$ cat config.mk
export PLATFORM = sky130hd
export DESIGN_NAME = binary_to_gray_converter_flat
export DESIGN_NICKNAME = d
export VERILOG_FILES = /design/src/rtl/gray_pkg.sv /design/src/rtl/binary_to_gray_converter_if.sv /design/src/rtl/gray_xor_prefix.sv /design/src/rtl/binary_to_gray_converter.sv /design/src/flat_wrapper.sv
export SDC_FILE = /design/constraint.sdc
export NUM_CORES = 1
export LEC_CHECK = 0
export ABC_AREA = 1
export CORE_AREA = 10 10 47 49
export DETAILED_ROUTE_END_ITERATION = 12
export DIE_AREA = 0 0 57 59
export GPL_ROUTABILITY_DRIVEN = 0
export GPL_TIMING_DRIVEN = 0
export HOLD_SLACK_MARGIN = 0.03
export PLACE_DENSITY_LB_ADDON = 0.05
export SYNTH_ARGS = -nofsm -noshare
export SYNTH_HDL_FRONTEND = slang
export SYNTH_SLANG_ARGS = --single-unit
$ cat constraint.sdc
create_clock -name clk -period 0.8 [get_ports clk]
set_clock_uncertainty 0.1 [all_clocks]
set_input_delay 0.16 -clock clk [delete_from_list [all_inputs] [get_ports clk]]
set_output_delay 0.16 -clock clk [all_outputs]
set_load 0.005 [all_outputs]
$ cat src/rtl/gray_pkg.sv
`default_nettype none
// ============================================================================
//  Module      : gray_pkg
//  Description : Shared mode encodings and combinational binary/Gray mappings
//                for blocks that need the conversion without a register stage.
//  Revision    : 1.0 - initial release
// ============================================================================
package gray_pkg;

    // Mode select encodings
    localparam logic MODE_BIN2GRAY = 1'b0;
    localparam logic MODE_GRAY2BIN = 1'b1;

    // Widest word the helper functions handle; narrower words are zero-extended
    // on the way in, which leaves both mappings unchanged in the low bits.
    localparam int GRAY_MAX_WIDTH = 64;

    // Reflected Gray encode: g = b ^ (b >> 1)
    function automatic logic [GRAY_MAX_WIDTH-1:0] bin2gray(
        input logic [GRAY_MAX_WIDTH-1:0] word
    );
        return word ^ (word >> 1);
    endfunction

    // Gray decode: prefix XOR running from the MSB down
    function automatic logic [GRAY_MAX_WIDTH-1:0] gray2bin(
        input logic [GRAY_MAX_WIDTH-1:0] word
    );
        logic [GRAY_MAX_WIDTH-1:0] w_bin;
        w_bin[GRAY_MAX_WIDTH-1] = word[GRAY_MAX_WIDTH-1];
        for (int i = GRAY_MAX_WIDTH - 2; i >= 0; i--) begin
            w_bin[i] = w_bin[i+1] ^ word[i];
        end
        return w_bin;
    endfunction

endpackage
`default_nettype wire

$ cat src/rtl/binary_to_gray_converter_if.sv
`default_nettype none
// ============================================================================
//  Module      : binary_to_gray_converter_if
//  Description : Data-path bundle for the binary/Gray converter. The master
//                side presents words; the slave side returns registered results.
//  Revision    : 1.0 - initial release
// ============================================================================
interface binary_to_gray_converter_if #(
    parameter int WIDTH = 3
);
    logic             in_valid;
    logic             mode;
    logic [WIDTH-1:0] b;
    logic [WIDTH-1:0] g;
    logic             out_valid;
    logic             parity;

    modport master (
        output in_valid, mode, b,
        input  g, out_valid, parity
    );

    modport slave (
        input  in_valid, mode, b,
        output g, out_valid, parity
    );
endinterface
`default_nettype wire

$ cat src/rtl/gray_xor_prefix.sv
`default_nettype none
// ============================================================================
//  Module      : gray_xor_prefix
//  Description : Combinational MSB-to-LSB prefix-XOR chain (Gray -> binary).
//                Bit i of the output is the XOR of input bits WIDTH-1 down to i.
//  Revision    : 1.0 - initial release
// ============================================================================
module gray_xor_prefix #(
    parameter int WIDTH = 3
) (
    input  wire logic [WIDTH-1:0] gray_in,
    output logic      [WIDTH-1:0] bin_out
);

    // The MSB passes straight through; each lower bit folds in the bit above.
    assign bin_out[WIDTH-1] = gray_in[WIDTH-1];

    generate
        for (genvar gi = 0; gi < WIDTH - 1; gi++) begin : g_chain
            assign bin_out[gi] = bin_out[gi+1] ^ gray_in[gi];
        end
    endgenerate

endmodule
`default_nettype wire

$ cat src/rtl/binary_to_gray_converter.sv
`default_nettype none
// ============================================================================
//  Module      : binary_to_gray_converter
//  Description : Registered binary<->Gray converter with one cycle of latency.
//                mode selects the direction per word; results and the input
//                parity hold while no new word is presented.
//  Revision    : 1.0 - initial release
// ============================================================================
module binary_to_gray_converter
    import gray_pkg::*;
#(
    parameter int WIDTH = 3
) (
    input  wire logic                   clk,
    input  wire logic                   rst_n,
    binary_to_gray_converter_if.slave   bus
);

    logic [WIDTH-1:0] w_bin2gray;
    logic [WIDTH-1:0] w_gray2bin;
    logic [WIDTH-1:0] w_result;
    logic             w_parity;

    logic [WIDTH-1:0] r_g;
    logic             r_out_valid;
    logic             r_parity;

    // Encode path: logical right shift brings a zero into the MSB.
    assign w_bin2gray = bus.b ^ (bus.b >> 1);

    gray_xor_prefix #(
        .WIDTH   (WIDTH)
    ) u_xor_prefix (
        .gray_in (bus.b),
        .bin_out (w_gray2bin)
    );

    // Mode is sampled alongside the word, so direction can change every cycle.
    assign w_result = (bus.mode == MODE_GRAY2BIN) ? w_gray2bin : w_bin2gray;
    assign w_parity = ^bus.b;

    // Output registers: load on valid, hold otherwise; valid strobes one cycle.
    always_ff @(posedge clk) begin
        if (!rst_n) begin
            r_g         <= '0;
            r_out_valid <= 1'b0;
            r_parity    <= 1'b0;
        end else begin
            r_out_valid <= bus.in_valid;
            if (bus.in_valid) begin
                r_g      <= w_result;
                r_parity <= w_parity;
            end
        end
    end

    assign bus.g         = r_g;
    assign bus.out_valid = r_out_valid;
    assign bus.parity    = r_parity;

endmodule
`default_nettype wire

$ cat src/flat_wrapper.sv
// flat-port wrapper written by rule: the top's interface ports become plain ports
module binary_to_gray_converter_flat import gray_pkg::*;
#(
    parameter int WIDTH = 3
)
  (clk, rst_n, bus_in_valid, bus_mode, bus_b, bus_g, bus_out_valid, bus_parity);
  binary_to_gray_converter_if #(.WIDTH(WIDTH)) bus_i ();
  input  wire logic clk;
  input  wire logic rst_n;
  input wire logic [$bits(bus_i.in_valid)-1:0] bus_in_valid;
  input wire logic [$bits(bus_i.mode)-1:0] bus_mode;
  input wire logic [$bits(bus_i.b)-1:0] bus_b;
  output wire logic [$bits(bus_i.g)-1:0] bus_g;
  output wire logic [$bits(bus_i.out_valid)-1:0] bus_out_valid;
  output wire logic [$bits(bus_i.parity)-1:0] bus_parity;
  assign bus_i.in_valid = bus_in_valid;
  assign bus_i.mode = bus_mode;
  assign bus_i.b = bus_b;
  assign bus_g = bus_i.g;
  assign bus_out_valid = bus_i.out_valid;
  assign bus_parity = bus_i.parity;
  binary_to_gray_converter #(.WIDTH(WIDTH)) u_core (.clk(clk), .rst_n(rst_n), .bus(bus_i));
endmodule
After elaboration in Yosys (flattened, before gate mapping)
Index checks and enable logic that the tools add are counted.
{"block": "word_totals", "output_inout_bits": 5, "ff_bits": 5}
{"block": "op_classes", "muxes": 1, "bitwise": 3, "n_reduce_logical": 1}
{"cell": "3-bit 2-to-1 mux", "n": 1}
{"cell": "3-bit parity", "n": 1}
{"cell": "3-bit by 2-bit XOR with 3-bit output", "n": 1}
{"cell": "1-bit XOR", "n": 2}

Longest topological paths before layout
{"block": "logic_depth", "word_depth": 3, "depth_mapped": 7, "depth_no_buf": 7}

By module
From an unflattened synthesis, not the netlist that was laid out.
{"block": "hier_totals", "cells_unflattened": 47, "area_unflattened_um2": 289.0}
{"module": "binary_to_gray_converter", "n_inst": 1, "area_per_inst_um2": 237.7, "cells_each": 35}
{"module": "gray_xor_prefix", "n_inst": 1, "area_per_inst_um2": 51.3, "cells_each": 12}

Worst setup path after synthesis
No wires, ideal clock.
{"block": "synth_timing", "kind": "register to register", "startpoint": "register u_core.bus.parity (netlist name)", "endpoint": "register u_core.r_parity (netlist: u_core.bus.parity)", "setup_slack_ns": 0.045, "path_stages_with_launch": 4, "setup_ns": 0.108, "t_required_ns": 0.592, "arrival_ns": 0.547, "cell_sequence": "dfxtp_1 o21ai_0 a21o_1 inv_1"}
{"item": "end signal, assigned", "line_no": "binary_to_gray_converter.sv:52", "source": "r_parity <= w_parity;"}
{"item": "end, declared", "line_no": "binary_to_gray_converter.sv:26", "source": "logic r_parity;"}

Worst setup path after layout
{"block": "layout_timing", "startpoint": "register u_core.r_g[0] (netlist: u_core.bus.g[0])", "endpoint": "output bus_g[0]"}
{"item": "start, declared", "line_no": "binary_to_gray_converter.sv:24", "source": "logic [WIDTH-1:0] r_g;"}
{"item": "start signal, assigned", "line_no": "binary_to_gray_converter.sv:51", "source": "r_g <= w_result;"}
{"item": "end, declared", "line_no": "flat_wrapper.sv:13", "source": "output wire logic [$bits(bus_i.g)-1:0] bus_g;"}
No word-level cell between the ends.

==> results_dict.tcl <==
set metrics [dict create \
    yosys.area.top_type "dfxtp_1" \
    grt_pass1_vias 304 \
    grt_antenna_before_repair 0 \
    combPwrFrac_pct 18.2 \
    synth_seq_cells 5 \
    drtAntennaViolNets 0 \
    dieArea_sq_mm 0.00336 \
    cp-start-kind "flip-flop" \
    timing.fmax_mhz 1070 \
    vdd_drop_max_v 0.000715 \
    crit_family "flip-flops" \
    intPower_w 0.000529 \
    postLayoutSetupSlackWorst_ns -0.133 \
    path_depth 1 \
    postPlaceCellArea_sq_um 378 \
    timing.final.crit_share_pct 117 \
    clock-sinks 5 \
    pwr-share-clk_pct 42.1 \
    crit_path_max_fanout 2 \
    grt_pass1_wl_microns 1310 \
    reg2reg_slack_ns 0.04 \
    status "finished, violations left" \
    critPathLaunch "u_core.bus.g[0]" \
    areaGrowthSynthToFinish_pct 58.6 \
    clk_pin_slew_ns 0.04 \
    synth_warnings 0 \
    grt_max_degree 9 \
    grt-ovfl-total 0 \
    slowest_delay_ns 0.31 \
    seqPwrFrac_pct 39.7 \
    finalHoldViolCount 0 \
    cts_tree "yes" \
    coreArea_sq_mm 0.00140 \
    first_pass_iters 2 \
    routedWlPerCell_microns 10.0 \
    yosys.cell_types.count 12 \
    worst_pin_slew_ns 0.155 \
    synth_top_area_share_pct 40.4 \
    cp_slowest_cell "dfxtp_2" \
    dp_cells 63 \
    min_path_type "in -> reg" \
    power.switching_w 0.000182 \
    path_buf_inv 1 \
    antennaDiodeCount 0 \
    dp_hpwl_microns 551 \
    drc 0 \
    hold_buffers 0 \
    slew_violations 0 \
    drive_gt1_share_pct 43.1 \
    finalNonFillerCells 67 \
    worstSetupEndpoint "bus_g[0]" \
    sw_frac_of_total_pct 25.6 \
    p_per_area_mw_per_mm2 1810 \
    via_count 275 \
    grt_usage_pct 5.10 \
    r2r-start "u_core.bus.g[1]" \
    clock_path_buffers 2 \
    synthTopCellsByArea "dfxtp_1, inv_1, nand2_1" \
    yosysSeqAreaShare_pct 40.4 \
    synth_cells 36 \
    worstSetupPathType "reg -> out" \
    cp-end-kind "output port" \
    reg2reg_depth 4 \
    max_cap_violations 0 \
    initial_core_util_pct 17.7 \
    violations "setup timing" \
    viasPerCell 4.10 \
    fin_nets 59 \
    relSlewSlack_pct 89.7 \
    min_path_cells 3 \
    cts_root_buf "clkbuf_4" \
    p_leak_nw 0.220 \
    syn_avg_cell_area_sq_um 6.88 \
    crit_required_ns 0.54 \
    cts_inserted_buffers 3 \
    rsz0062_at_grt "true" \
    holdWs_ns 0.104 \
    synth_nets 43 \
    die_w_microns 57 \
    totalWireLength_microns 673 \
    drtIter0Drc 2 \
    r2r-end "u_core.bus.g[1]" \
    clock_latency_ns 0.25 \
    port_buffers 11 \
    tns_ns -0.635 \
    synth.cell_area_sq_um 248 \
    min_period_ns 0.933 \
    die_h_microns 59 \
    crit_chain "buf_2" \
    stdcell_area_sq_um 393 \
    io_pins 12 \
    cp.arrival_ns 0.67 \
    htreeDepth 1 \
    rows 14 \
    setup_viol 5 \
]
==> final cells by class <==
cell class                 count  area [sq um]
fill                         176          1010
multi-input combinational     23           120
sequential                     5           106
timing repair buffer          11          90.1
inverter                       8          30.0
clock buffer                   4          26.3
tap                           16          20.0
==> timing repair <==
item | 4_1_cts | 5_1_grt
endpoints found under the setup margin | 10 | 8
pin swaps | 0 | 2
setup buffers | 0 | 0
gates resized for setup | 37 | 15
==> through the flow <==
step | utilization [%] | setup slack (ns) | power, W
floorplan | - | 0.0448 | 0.000334
global placement | 27.0 | -0.575 | 0.000421
detailed placement | 27.0 | -0.594 | 0.000422
CTS | 27.9 | -0.147 | 0.000717
global route | 28.0 | -0.163 | 0.000768
finish | 28.0 | -0.133 | 0.000711
==> worst min-delay path by stage <==
stage | start | endpoint | slack [ns]
after floorplan | bus_in_valid | u_core.bus.out_valid | 0.15
after global placement | u_core.bus.g[2] | u_core.bus.g[2] | 0.40
after detailed placement | u_core.bus.g[2] | u_core.bus.g[2] | 0.41
after CTS | rst_n | u_core.bus.out_valid | 0.20
after global routing | bus_in_valid | u_core.bus.out_valid | 0.14
final | bus_in_valid | u_core.bus.out_valid | 0.10
==> metal layers <==
layer,up-vias,global-route usage [%],wire [microns]
met3,3,3.65,76
met4,0,5.03,21
li1,142,-,-
met1,120,4.52,274
met5,-,0,0
met2,10,7.44,300
==> logic make-up after synthesis <==
family	synth area share, %
compound gates	9.09
flops	40.4
xor+xnor	3.54
simple gates	34.8
buf+inv	12.1
==> Yosys cell counts <==
library cell  n
dfxtp_1       5
nand3_1       2
a21o_1        1
inv_2         1
nand2_2       1
nand3_2       1
xor2_1        1
inv_1         7
o21ai_0       3
nand3b_1      2
nor2_1        6
nand2_1       6
==> power by group through the flow <==
stage               sequential (W)  clock [W]  combinational, W
floorplan                 0.000282          0         0.0000521
global route              0.000285   0.000334          0.000149
CTS                       0.000278   0.000314          0.000124
finish                    0.000282   0.000299          0.000130
global placement          0.000280          0          0.000141
detailed placement        0.000280          0          0.000142
==> layout by cell type (no fill, tap or decap) <==
cell / n
buf_6: 4
a21o_1: 1
nand2_2: 2
o21ai_1: 3
inv_2: 2
clkbuf_1: 1
clkbuf_4: 3
nand3_2: 1
inv_1: 6
clkbuf_2: 1
nand3_1: 2
dlygate4sd2_1: 2
nand3b_1: 2
buf_4: 1
nand2_1: 5
buf_2: 3
dfxtp_2: 5
nor2_1: 6
xor2_1: 1
==> state kept, by name, summed over array words and instances (netlist names) <==
register,flops
u_core.bus.out_valid,1
u_core.bus.parity,1
u_core.bus.g,3
(Power assumes the default switching activity.)
==> RTL edit (same flow settings) <==
`WIDTH` is set to 3 in 4 places; all go to 6.
--- a/src/rtl/binary_to_gray_converter_if.sv
+++ b/src/rtl/binary_to_gray_converter_if.sv
@@ -6,7 +6,7 @@
 //  Revision    : 1.0 - initial release
 // ============================================================================
 interface binary_to_gray_converter_if #(
-    parameter int WIDTH = 3
+    parameter int WIDTH = 6
 );
     logic             in_valid;
     logic             mode;
--- a/src/rtl/gray_xor_prefix.sv
+++ b/src/rtl/gray_xor_prefix.sv
@@ -6,7 +6,7 @@
 //  Revision    : 1.0 - initial release
 // ============================================================================
 module gray_xor_prefix #(
-    parameter int WIDTH = 3
+    parameter int WIDTH = 6
 ) (
     input  wire logic [WIDTH-1:0] gray_in,
     output logic      [WIDTH-1:0] bin_out
--- a/src/rtl/binary_to_gray_converter.sv
+++ b/src/rtl/binary_to_gray_converter.sv
@@ -9,7 +9,7 @@
 module binary_to_gray_converter
     import gray_pkg::*;
 #(
-    parameter int WIDTH = 3
+    parameter int WIDTH = 6
 ) (
     input  wire logic                   clk,
     input  wire logic                   rst_n,
--- a/src/flat_wrapper.sv
+++ b/src/flat_wrapper.sv
@@ -1,7 +1,7 @@
 // flat-port wrapper written by rule: the top's interface ports become plain ports
 module binary_to_gray_converter_flat import gray_pkg::*;
 #(
-    parameter int WIDTH = 3
+    parameter int WIDTH = 6
 )
   (clk, rst_n, bus_in_valid, bus_mode, bus_b, bus_g, bus_out_valid, bus_parity);
   binary_to_gray_converter_if #(.WIDTH(WIDTH)) bus_i ();
Interface: changed (resized bus_b and bus_g); port bits go from 12 to 18. No check against the original RTL was run, so the function may have changed too.
==> RTL edit against the unedited design <==
The run still ends with negative setup slack left; critical path depth stayed put; area after synthesis up 89%; design area rose by 130%; wire length up 87%; highest routed layer unchanged; die area unchanged; sequential cell count grew 3; global-route usage grew 2.5 points; setup slack got worse by 0.011 ns; hold slack better by 0.058 ns; fmax is 1.2% lower; total power increased by 67%; critical path type unchanged.
==> RTL edit: results (changes against the unedited design) <==
[status]
status = finished with violations
violations = negative setup slack

[drt]
totalWireLength_mm = 1.26  ; +87%
vias_per_cell = 4.42  ; +7.7%
drt_first_pass_iters = 1  ; -1
drt_iter0_drc = 0  ; -2

[final_layout]
diodes = 0  ; unchanged
largest_register_ff_count = 6  ; +3
drive_gt1_share_pct = 59.0  ; +16 points
finalNetCount = 112  ; +90%
nFillCells = 138  ; -22%

[placed_design]
port_buffers = 17  ; +6
hpwl_um = 925  ; +68%

[clock_network]
cts_buffers = 3  ; unchanged
root_buffer = clkbuf_4
htree_levels = 1  ; unchanged
clk_path_buf_depth = 2  ; unchanged
clk_latency_ns = 0.24
clkSlewWorstSetupHoldPaths_ns = 0.06  ; +0.02 ns

[logic_synthesis]
ys_async_sr_fraction_pct = 0  ; unchanged
yosys-top-cells-area = dfxtp_1 (34%), nand2_1 (24%), inv_1 (8.0%), nand2_2 (6.7%), o21ai_0 (4.3%)
seq_area_frac_synth_pct = 34.1  ; -6.3 points
synth_common_cells = nand2_1 (30), inv_1 (10), dfxtp_1 (8)
ys_types = 15  ; +3
yosys_warnings = 0  ; unchanged
syn-num-nets = 84  ; +95%

[critical_path]
slowest_stage = dfxtp_2
rr_endpoint = u_core.bus.g[5]
critical_path.top_delay_family = flip-flops
max_stage_delay_ns = 0.32
r2r_setup_slack_ns = 0.05
reg2reg_from = u_core.bus.g[5]
arrival_ns = 0.68
ff2ff_path_depth = 2  ; -2
critPathMaxFanout = 2  ; unchanged

[global_routing]
grt_max_degree = 11  ; +2
antenna_found_initial = 0  ; unchanged
grt_pass1_wl_mm = 2.10  ; +60%
grtUsageTotal_pct = 7.62  ; +2.5 points
grt_pass1_vias = 507  ; +67%

[min_path]
hold_start = bus_b[5]
min_path_cells = 4  ; +1
hold_path.class = primary input to flop
whs_endpoint = u_core.bus.g[5]

[pwr]
p_leak_uw = 0.000477  ; +120%
peakVddDrop_mv = 0.562  ; -21%

[sta]
setup_violations = 11  ; +6
max_slew_margin_pct = 80.7  ; -9.0 points
worst_hold_slack_ns = 0.162  ; +0.0582 ns
fin_ws_ns = -0.144  ; -0.0111 ns

[RTL edit: changes by cell type in the layout (fill, tap and decap cells not counted), sizes merged, moves of 2 or more]
cell,change
nand2,+28
buf,+13
o21ai,+4
dfxtp,+3
nor2,-3
a21oi,+2
clkinv,+2
inv,+2
nand3b,-2
[RTL edit: power by group]
group          switching, uW  internal [uW]  total [uW]
sequential              19.9            440         460
clock                    131            171         302
combinational            197            232         429
total                    347            843        1190
[RTL edit: cell type report]
class | count | share of cell area [%]
well taps | 16 | 2.22
multi-input cells | 53 | 38.0
repair buffers | 23 | 28.0
flip-flops and latches | 8 | 18.8
clock buffers | 3 | 2.49
inverters | 12 | 9.00
plain buffers | 1 | 1.52
[RTL edit: logic make-up (layout without fill, tap and decap cells)]
kind of cell | count (synthesis) | count (layout) | share of synthesized area [%]
and+or+nand+nor | 41 | 41 | 38.9
buffers and inverters | 13 | 39 | 12.5
AOI/OAI and AO/OA | 11 | 11 | 12.5
DFF | 8 | 8 | 34.1
xor gates and xnor gates | 1 | 1 | 1.87
[RTL edit: repair_timing]
item,in CTS,in global routing
setup buffers,1,5
pin swaps,6,13
gates cloned,0,0
endpoints found under the setup margin,16,14
gates resized for setup,90,31
hold buffers,0,0
[RTL edit: worst max path at each step]
| stage | end | cells after the start | start |
|---|---|---|---|
| 2_1_floorplan | u_core.bus.g[1] | 10 | bus_b[5] |
| 3_3_place_gp | u_core.bus.g[1] | 10 | bus_b[5] |
| 3_5_place_dp | u_core.bus.g[1] | 10 | bus_b[5] |
| 4_1_cts | bus_g[3] | 1 | u_core.bus.g[3] |
| 5_1_grt | bus_g[3] | 1 | u_core.bus.g[3] |
| 6_report | bus_g[3] | 1 | u_core.bus.g[3] |
[RTL edit: per-stage QoR]
| stage | cell area, sq um | worst slack (ns) | setup TNS [ns] | std cells | utilization (%) |
|---|---|---|---|---|---|
| 2_1_floorplan | 529 | -0.105 | -0.351 | 74 | - |
| 3_3_place_gp | 719 | -0.975 | -8.08 | 107 | 51.3 |
| 3_5_place_dp | 719 | -0.977 | -8.15 | 107 | 51.3 |
| 4_1_cts | 759 | -0.156 | -1.23 | 111 | 54.2 |
| 5_1_grt | 903 | -0.173 | -1.60 | 116 | 64.5 |
| 6_report | 903 | -0.144 | -1.11 | 116 | 64.5 |
[RTL edit: metal layers]
| metal | track usage, % | routed length (um) |
|---|---|---|
| met4 | 6.04 | 24 |
| met5 | 0 | 0 |
| met1 | 8.47 | 545 |
| met3 | 1.93 | 64 |
| met2 | 12.1 | 621 |
